===== config.mk =====
export PLATFORM = sky130hd
export DESIGN_NAME = mem_access_unit
export DESIGN_NICKNAME = d
export VERILOG_FILES = /design/src/rtl/mem_access_unit.sv
export SDC_FILE = /design/constraint.sdc
export NUM_CORES = 1
export LEC_CHECK = 0
export ABC_AREA = 1
export BUFFER_PORTS_ARGS = -buffer_cell sky130_fd_sc_hd__buf_2
export CAP_MARGIN = 10
export CORE_UTILIZATION = 25
export CTS_CLUSTER_DIAMETER = 150
export DETAILED_ROUTE_END_ITERATION = 8
export PLACE_DENSITY = 0.55
export SYNTH_ARGS = -nofsm -noshare
export SYNTH_HDL_FRONTEND = slang
export SYNTH_SLANG_ARGS = --single-unit

===== constraint.sdc =====
create_clock -name clk -period 6.1 [get_ports clk]
set_input_delay 0.305 -clock clk [delete_from_list [all_inputs] [get_ports clk]]
set_output_delay 0.305 -clock clk [all_outputs]
set_load 0.1 [all_outputs]

===== src/rtl/mem_access_unit.sv =====
`default_nettype none
// +--------------------------------------------------------------------------+
// | Module   : mem_access_unit                                               |
// | Purpose  : Memory-stage load/store engine. Accepts one op from the       |
// |            execute/memory pipe register, runs a req/gnt/rvalid word      |
// |            transaction to the data cache, aligns/extends load data and   |
// |            emits exactly one write-back record per accepted op.          |
// | Ports    : clk/rst            clock, async active-high reset             |
// |            in_*               memory-stage op (in_valid/in_ready hs)     |
// |            mem_*              word bus to the data cache                 |
// |            out_*              write-back record (1-cycle out_valid)      |
// | Revision : 1.0  initial release                                          |
// +--------------------------------------------------------------------------+
module mem_access_unit #(
  parameter int REG_WIDTH = 32,
  parameter int REG_ADDR  = 5,
  parameter int MAX_WAIT  = 255
) (
  input  logic                 clk,
  input  logic                 rst,
  input  logic                 in_valid,
  output logic                 in_ready,
  input  logic                 in_is_load,
  input  logic                 in_is_store,
  input  logic [1:0]           in_size,
  input  logic                 in_use_unsigned,
  input  logic [REG_WIDTH-1:0] in_address,
  input  logic [REG_WIDTH-1:0] in_wdata,
  input  logic [REG_ADDR-1:0]  in_rd,
  input  logic                 in_is_write_back,
  output logic                 mem_req,
  output logic                 mem_we,
  output logic [REG_WIDTH-1:0] mem_addr,
  output logic [3:0]           mem_be,
  output logic [REG_WIDTH-1:0] mem_wdata,
  input  logic                 mem_gnt,
  input  logic                 mem_rvalid,
  input  logic [REG_WIDTH-1:0] mem_rdata,
  output logic                 out_valid,
  output logic [REG_WIDTH-1:0] out_execution_result,
  output logic [REG_WIDTH-1:0] out_mem_data,
  output logic                 out_is_load,
  output logic [REG_ADDR-1:0]  out_rd,
  output logic                 out_is_write_back,
  output logic                 out_misaligned,
  output logic                 out_timeout
);

  localparam int CNT_W = $clog2(MAX_WAIT + 1);
  localparam logic [CNT_W-1:0] c_max_wait = CNT_W'(MAX_WAIT);

  typedef enum logic [1:0] {
    ST_IDLE = 2'd0,
    ST_REQ  = 2'd1,
    ST_WAIT = 2'd2
  } state_t;

  state_t                state_q, state_d;
  logic [CNT_W-1:0]      cnt_q, cnt_d;
  logic                  is_load_q, is_load_d;
  logic [1:0]            size_q, size_d;
  logic                  unsigned_q, unsigned_d;
  logic [REG_WIDTH-1:0]  addr_q, addr_d;
  logic [REG_WIDTH-1:0]  wdata_q, wdata_d;
  logic [REG_ADDR-1:0]   rd_q, rd_d;
  logic                  wb_q, wb_d;

  logic                  out_valid_q, out_valid_d;
  logic [REG_WIDTH-1:0]  out_result_q, out_result_d;
  logic [REG_WIDTH-1:0]  out_data_q, out_data_d;
  logic                  out_is_load_q, out_is_load_d;
  logic [REG_ADDR-1:0]   out_rd_q, out_rd_d;
  logic                  out_wb_q, out_wb_d;
  logic                  out_mis_q, out_mis_d;
  logic                  out_to_q, out_to_d;

  logic                  w_in_mem_op;
  logic                  w_in_fault;
  logic                  w_req;
  logic [CNT_W-1:0]      w_cnt_inc;
  logic [REG_WIDTH-1:0]  w_shifted;
  logic [REG_WIDTH-1:0]  w_load_data;

  // A fault only exists for real memory ops; non-mem ops carry arbitrary
  // execution results in in_address.
  assign w_in_mem_op = in_is_load || in_is_store;
  assign w_in_fault  = w_in_mem_op &&
                       ((in_size == 2'd1 && in_address[0]) ||
                        (in_size[1] && (in_address[1:0] != 2'b00)));
  assign w_req       = (state_q == ST_REQ);
  assign w_cnt_inc   = cnt_q + CNT_W'(1);
  assign in_ready    = (state_q == ST_IDLE);

  // Bus fields are forced to zero outside REQ so nothing stale leaks out.
  assign mem_req  = w_req;
  assign mem_we   = w_req && !is_load_q;
  assign mem_addr = w_req ? {addr_q[REG_WIDTH-1:2], 2'b00} : '0;

  always_comb begin
    mem_be    = 4'b0000;
    mem_wdata = '0;
    if (w_req) begin
      case (size_q)
        2'd0: begin
          mem_be    = 4'b0001 << addr_q[1:0];
          mem_wdata = {4{wdata_q[7:0]}};
        end
        2'd1: begin
          mem_be    = 4'b0011 << addr_q[1:0];
          mem_wdata = {2{wdata_q[15:0]}};
        end
        default: begin
          mem_be    = 4'b1111;
          mem_wdata = wdata_q;
        end
      endcase
    end
  end

  // Move the addressed lane down to bit 0, then extend to full width.
  always_comb begin
    w_shifted = mem_rdata >> {addr_q[1:0], 3'b000};
    case (size_q)
      2'd0:    w_load_data = {{(REG_WIDTH-8){w_shifted[7] & ~unsigned_q}}, w_shifted[7:0]};
      2'd1:    w_load_data = {{(REG_WIDTH-16){w_shifted[15] & ~unsigned_q}}, w_shifted[15:0]};
      default: w_load_data = w_shifted;
    endcase
  end

  always_comb begin
    state_d       = state_q;
    cnt_d         = cnt_q;
    is_load_d     = is_load_q;
    size_d        = size_q;
    unsigned_d    = unsigned_q;
    addr_d        = addr_q;
    wdata_d       = wdata_q;
    rd_d          = rd_q;
    wb_d          = wb_q;
    // Record fields default to zero so they read 0 whenever out_valid is low.
    out_valid_d   = 1'b0;
    out_result_d  = '0;
    out_data_d    = '0;
    out_is_load_d = 1'b0;
    out_rd_d      = '0;
    out_wb_d      = 1'b0;
    out_mis_d     = 1'b0;
    out_to_d      = 1'b0;
    case (state_q)
      ST_IDLE: begin
        cnt_d = '0;
        if (in_valid) begin
          is_load_d  = in_is_load;
          size_d     = in_size;
          unsigned_d = in_use_unsigned;
          addr_d     = in_address;
          wdata_d    = in_wdata;
          rd_d       = in_rd;
          wb_d       = in_is_write_back;
          if (w_in_mem_op && !w_in_fault) begin
            state_d = ST_REQ;
          end else begin
            // Non-mem ops and misaligned accesses retire without touching the bus.
            out_valid_d   = 1'b1;
            out_result_d  = in_address;
            out_is_load_d = in_is_load;
            out_rd_d      = in_rd;
            out_wb_d      = in_is_write_back && !w_in_fault;
            out_mis_d     = w_in_fault;
          end
        end
      end
      ST_REQ: begin
        cnt_d = w_cnt_inc;
        if (w_cnt_inc == c_max_wait) begin
          state_d       = ST_IDLE;
          out_valid_d   = 1'b1;
          out_result_d  = addr_q;
          out_is_load_d = is_load_q;
          out_rd_d      = rd_q;
          out_to_d      = 1'b1;
        end else if (mem_gnt) begin
          state_d = ST_WAIT;
        end
      end
      ST_WAIT: begin
        cnt_d = w_cnt_inc;
        // A response arriving on the last allowed cycle still completes.
        if (mem_rvalid) begin
          state_d       = ST_IDLE;
          out_valid_d   = 1'b1;
          out_result_d  = addr_q;
          out_data_d    = is_load_q ? w_load_data : '0;
          out_is_load_d = is_load_q;
          out_rd_d      = rd_q;
          out_wb_d      = wb_q;
        end else if (w_cnt_inc == c_max_wait) begin
          state_d       = ST_IDLE;
          out_valid_d   = 1'b1;
          out_result_d  = addr_q;
          out_is_load_d = is_load_q;
          out_rd_d      = rd_q;
          out_to_d      = 1'b1;
        end
      end
      default: state_d = ST_IDLE;
    endcase
  end

  always_ff @(posedge clk or posedge rst) begin
    if (rst) begin
      state_q       <= ST_IDLE;
      cnt_q         <= '0;
      is_load_q     <= 1'b0;
      size_q        <= 2'd0;
      unsigned_q    <= 1'b0;
      addr_q        <= '0;
      wdata_q       <= '0;
      rd_q          <= '0;
      wb_q          <= 1'b0;
      out_valid_q   <= 1'b0;
      out_result_q  <= '0;
      out_data_q    <= '0;
      out_is_load_q <= 1'b0;
      out_rd_q      <= '0;
      out_wb_q      <= 1'b0;
      out_mis_q     <= 1'b0;
      out_to_q      <= 1'b0;
    end else begin
      state_q       <= state_d;
      cnt_q         <= cnt_d;
      is_load_q     <= is_load_d;
      size_q        <= size_d;
      unsigned_q    <= unsigned_d;
      addr_q        <= addr_d;
      wdata_q       <= wdata_d;
      rd_q          <= rd_d;
      wb_q          <= wb_d;
      out_valid_q   <= out_valid_d;
      out_result_q  <= out_result_d;
      out_data_q    <= out_data_d;
      out_is_load_q <= out_is_load_d;
      out_rd_q      <= out_rd_d;
      out_wb_q      <= out_wb_d;
      out_mis_q     <= out_mis_d;
      out_to_q      <= out_to_d;
    end
  end

  assign out_valid            = out_valid_q;
  assign out_execution_result = out_result_q;
  assign out_mem_data         = out_data_q;
  assign out_is_load          = out_is_load_q;
  assign out_rd               = out_rd_q;
  assign out_is_write_back    = out_wb_q;
  assign out_misaligned       = out_mis_q;
  assign out_timeout          = out_to_q;

endmodule
`default_nettype wire

After elaboration in Yosys (flattened, before gate mapping)

Index checks and enable logic that the tools add are counted.

Add/sub/neg operators: 1
Equality and inequality tests: 9
Shift-type cells: 3
Mux-type cells: 46
Bitwise gates (word level): 3
Reductions and logical operators: 17

Operators with widths:

| cell                  | count |
|---|---|
| $mux W32              | 9 |
| $pmux W32 S2          | 2 |
| $pmux W32 S3          | 1 |
| $shr A32 B5 Y32       | 1 |
| $mux W5               | 4 |
| $pmux W8 S2           | 1 |
| $mux W1               | 15 |
| $pmux W5 S3           | 1 |
| $mux W2               | 6 |
| $add A8 B1 Y8 const B | 1 |
| $eq A8 B8 Y1 const B  | 1 |
| $pmux W4 S2           | 1 |
| $eq A2 B1 Y1 const B  | 3 |
| $logic_and A1 B1 Y1   | 6 |
| $pmux W1 S3           | 2 |
| $pmux W2 S3           | 1 |
| $logic_not A2 Y1      | 2 |
| $mux W4               | 1 |
| $pmux W1 S2           | 2 |
| $reduce_and A4 Y1     | 1 |
| $reduce_bool A2 Y1    | 2 |
| $shl A1 B2 Y4 const A | 1 |
| $shl A2 B2 Y4 const A | 1 |
| $ne A3 B2 Y1 const B  | 1 |
| 10 further kinds      | 13 |

Register bits: 158
Output and inout port bits: 145
Logic and storage cells: 96

Logic depth before layout (Yosys ltp)

Depth after elaboration: 9
Gate-level depth with buffers: 13

Least setup slack after synthesis

Ideal clock, no wire load.

Path kind: reg2out
From: reg state_q[1]
To: out mem_wdata[15]
Arrival: 4066 ps
Data required time: 5795 ps
Setup slack: 1729 ps
Stages on the path, launching flop included: 5
Path buffers: 0
Cells stage by stage: dfrtp_1 > inv_1 > ha_1 > clkinv_1 > a211oi_1

Word-level cells in the longest chain between the ends: 2

RTL lines:

| item                     | line | RTL |
|---|---|---|
| start: declaration       | 58   | `state_t state_q, state_d;` |
| start signal: assignment | 230  | `state_q <= state_d;` |
| $eq A2 B1 Y1             | 90   | `assign w_req = (state_q == ST_REQ);` |
| named net mem_req        | 31   | `output logic mem_req,` |
| $mux W32                 | 102  | `if (w_req) begin` |
| end: declaration         | 35   | `output logic [REG_WIDTH-1:0] mem_wdata,` |

The timed path passes the listed nets, and every way through them passes these cells.

Worst setup path after layout

From: reg size_q[1]
To: out mem_wdata[31]

Word-level cells in the longest chain between the ends: 3
Elaborated cells on any way between the ends: 4

RTL lines:

| item                                                    | line | RTL |
|---|---|---|
| start: declaration                                      | 61   | `logic [1:0] size_q, size_d;` |
| start signal: assignment                                | 233  | `size_q <= size_d;` |
| $eq A2 B1 Y1 / $logic_not A2 Y1 (equally long branches) | 103  | `case (size_q)` |
| $pmux W32 S2 *                                          | 103  |  |
| $mux W32 *                                              | 102  |  |

Every way passes the cells marked *; elsewhere a longest branch is shown, timed or not.

==> metrics.cfg <==
[floorplan]
num_rows=62
core-area_sq_um=29010
initial_utilization_pct=25.63
ios=257
dieArea_sq_um=30430
die-height_um=174.5
fp.dieW_um=174.5

[critical_path]
worst-setup-path-type=flip-flop to output pin
worst_setup_path_end_kind=output pin
cp.required_ns=5.79
crit_fanout=30
arrival_ns=3.20
crit_path_start_kind=flip-flop

[sta]
min_period_ns=3.506
finalHoldWorstSlack_ns=0.03955
slew_violations=0
tightest_slew_ns=1.132
timing.final.crit_share_pct=57.47
rsz0062_at_grt=no
setup_violations=0
clock.fmax_mhz=285.3
slew-limit-headroom_pct=24.46
setup_tns_ns=0
fin_skew_ns=0.01249
finalHoldViolations=0

[detailed_routing]
wire_per_inst_um=15.31
detail-route-antenna-nets=0
drc=0
vias=7021
via_per_inst=4.504
drt-total-wl_um=23860
drtPass1Iterations=5
drtIter0Drc=383

[clock_tree]
path_clk_slew_ns=0.07
ctsLongestPathBuffers=2
cts_tree=done
postCtsSetupBuffers=0
post_cts_resized=0
clkLatencyLatePin_ns=0.42
cts_sinks=158
numCtsBuffers=17
cts.hold.buffers_added=0
cts_root_buffer=clkbuf_16
htreeDepth=4

[pwr]
intPower_mw=2.588
powerDensity_nw_per_um2=655.3
clock_power_share_pct=18.4
p_leak_nw=5.394
ir_drop_uv=453.9
seqPwrFrac_pct=26.1
switching_share_pct=58.93
p_switching_mw=3.713
power_frac_comb_pct=55.5

[grt]
grt-ovfl-total=0
grt_start_max_net_pins=97
grt_pass1_wl_um=37750
globalRouteTotalUtil_pct=15.82
antenna_found_initial=1
grt_pass1_vias=6871

[yosys]
synth_top_area_share_pct=53.18
synth_enable_flop_cells=0
yosys-top-cells-area=dfrtp_1 (53%), nand2_1 (18%), a21oi_1 (4.4%), nand3_1 (3.6%), inv_1 (3.2%)
seq_area_frac_synth_pct=53.18
syn-cell-area_sq_um=7435
yosys_warnings=0
synth_ff_type=dfrtp_1
postSynthAreaPerCell_sq_um=7.901
synthDistinctLibCells=33
synth.largest_area_cell=dfrtp_1
async_reset_ff_share_pct=100.0
syn_inst=941
yosysMostFrequentCell=nand2_1
yosys-top-cells-count=nand2_1 (360), dfrtp_1 (158), a21oi_1 (66)
yosys_register_bits=158

[placement]
port-buffer-count=254
hpwl_um=16160
gp_congestion=0.8540

[final_layout]
syn_to_final_growth_pct=29.33
drive_above_1_share_pct=28.09
layout.nets=1280
diodes=0

[worst_hold_path]
worstHoldPathType=primary input to asynchronous set/reset pin

[status]
outcome=complete, no violations

[run]
drv_cap=0

-- layout make-up --
class                           count  area (sq um)
Fill cell                        3161         19400
Sequential cell                   158          3954
Multi-Input combinational cell    657          2974
Timing Repair Buffer              259          1309
Tap cell                          384         480.5
Clock buffer                       18         439.2
Inverter                           69         266.5
Clock inverter                     14         192.7
-- cells by family (layout without fill, tap and decap cells) --
kind of cell             count (synthesis)  count (layout)  share of synthesized area, %
AO/OA/AOI/OAI                          152             152                         11.66
adder cells (fa/ha/maj)                  6               6                         1.010
other                                    1               2                       0.05044
buffers and inverters                  127             360                         7.035
AND/OR/NAND/NOR                        496             496                         26.94
XOR/XNOR                                 1               1                        0.1178
flip-flops                             158             158                         53.18
-- sequential cells by signal, summed over array words and instances (netlist names), 2 cells and up --
register	flops
cnt_q	8
addr_q	32
state_q	2
out_rd	5
wdata_q	32
out_mem_data	32
out_execution_result	32
size_q	2
rd_q	5
-- cells in the final DEF (no fill, tap or decap), drive strengths merged, types with 3 or more instances in the layout --
cell	synthesis	routed
o22ai	14	14
a21oi	75	75
nand2	373	373
clkbuf	37	18
dfrtp	158	158
inv	66	75
nor2	62	62
nor3	3	3
a31oi	7	7
clkinv	3	6
a311o	7	7
buf	21	259
o21ai	46	46
nand3	56	56
ha	6	6
-- critical path: stages (launching register included) --
cell and delay (ns):
dfrtp_1 0.81, inv_2 0.45, nand2_1 0.50, o22ai_1 0.17, nor3_1 0.33, buf_2 0.50
-- power groups by stage --
stage | Clock [mW] | Sequential, mW | Combinational [mW]
final | 1.16 | 1.64 | 3.49
after global routing | 1.23 | 1.69 | 3.72
after CTS | 1.19 | 1.64 | 3.52
after detailed placement | 0 | 1.65 | 3.51
after global placement | 0 | 1.66 | 3.49
after floorplan | 0 | 2.08 | 2.41
-- worst paths after layout --
kind	cells past startpoint	startpoint	to	slack (ns)
min reg2reg	2	wdata_q[25]$_DFFE_PP0P_	wdata_q[25]$_DFFE_PP0P_	0.48
max	5	size_q[1]$_DFFE_PP0P_	mem_wdata[31]	2.59
max in group asynchronous	3	rst	wdata_q[21]$_DFFE_PP0P_	4.72
min in group clk	3	in_wdata[24]	wdata_q[24]$_DFFE_PP0P_	0.08
max reg2reg	8	addr_q[0]$_DFFE_PP0P_	out_mem_data[29]$_DFF_PP0_	2.85
min	2	rst	out_is_load$_DFF_PP0_	0.04
-- per-layer routing --
layer  vias up  routed length [um]  GRT usage [%]  share of wire, %
met4         2                 464          5.044               1.9
li1       3424                   -              -                 -
met5         -                  10              0             0.042
met3        32                1478          4.199               6.2
met1      3338               11050          21.43                46
met2       225               10860          24.44                46
-- metrics by stage --
step                      setup WS, ns  std cells  area, sq um  total power, mW  utilization (%)
after global placement           3.037       1527         8984            5.150            30.96
after CTS                        2.644       1559         9615            6.345            33.14
after detailed placement         2.920       1527         8984            5.167            30.96
final                            2.594       1559         9615            6.301            33.14
after global routing             2.327       1559         9615            6.638            33.14
after floorplan                  1.532        942         7438            4.495                -
No activity file was read; power rests on OpenSTA's default activity.
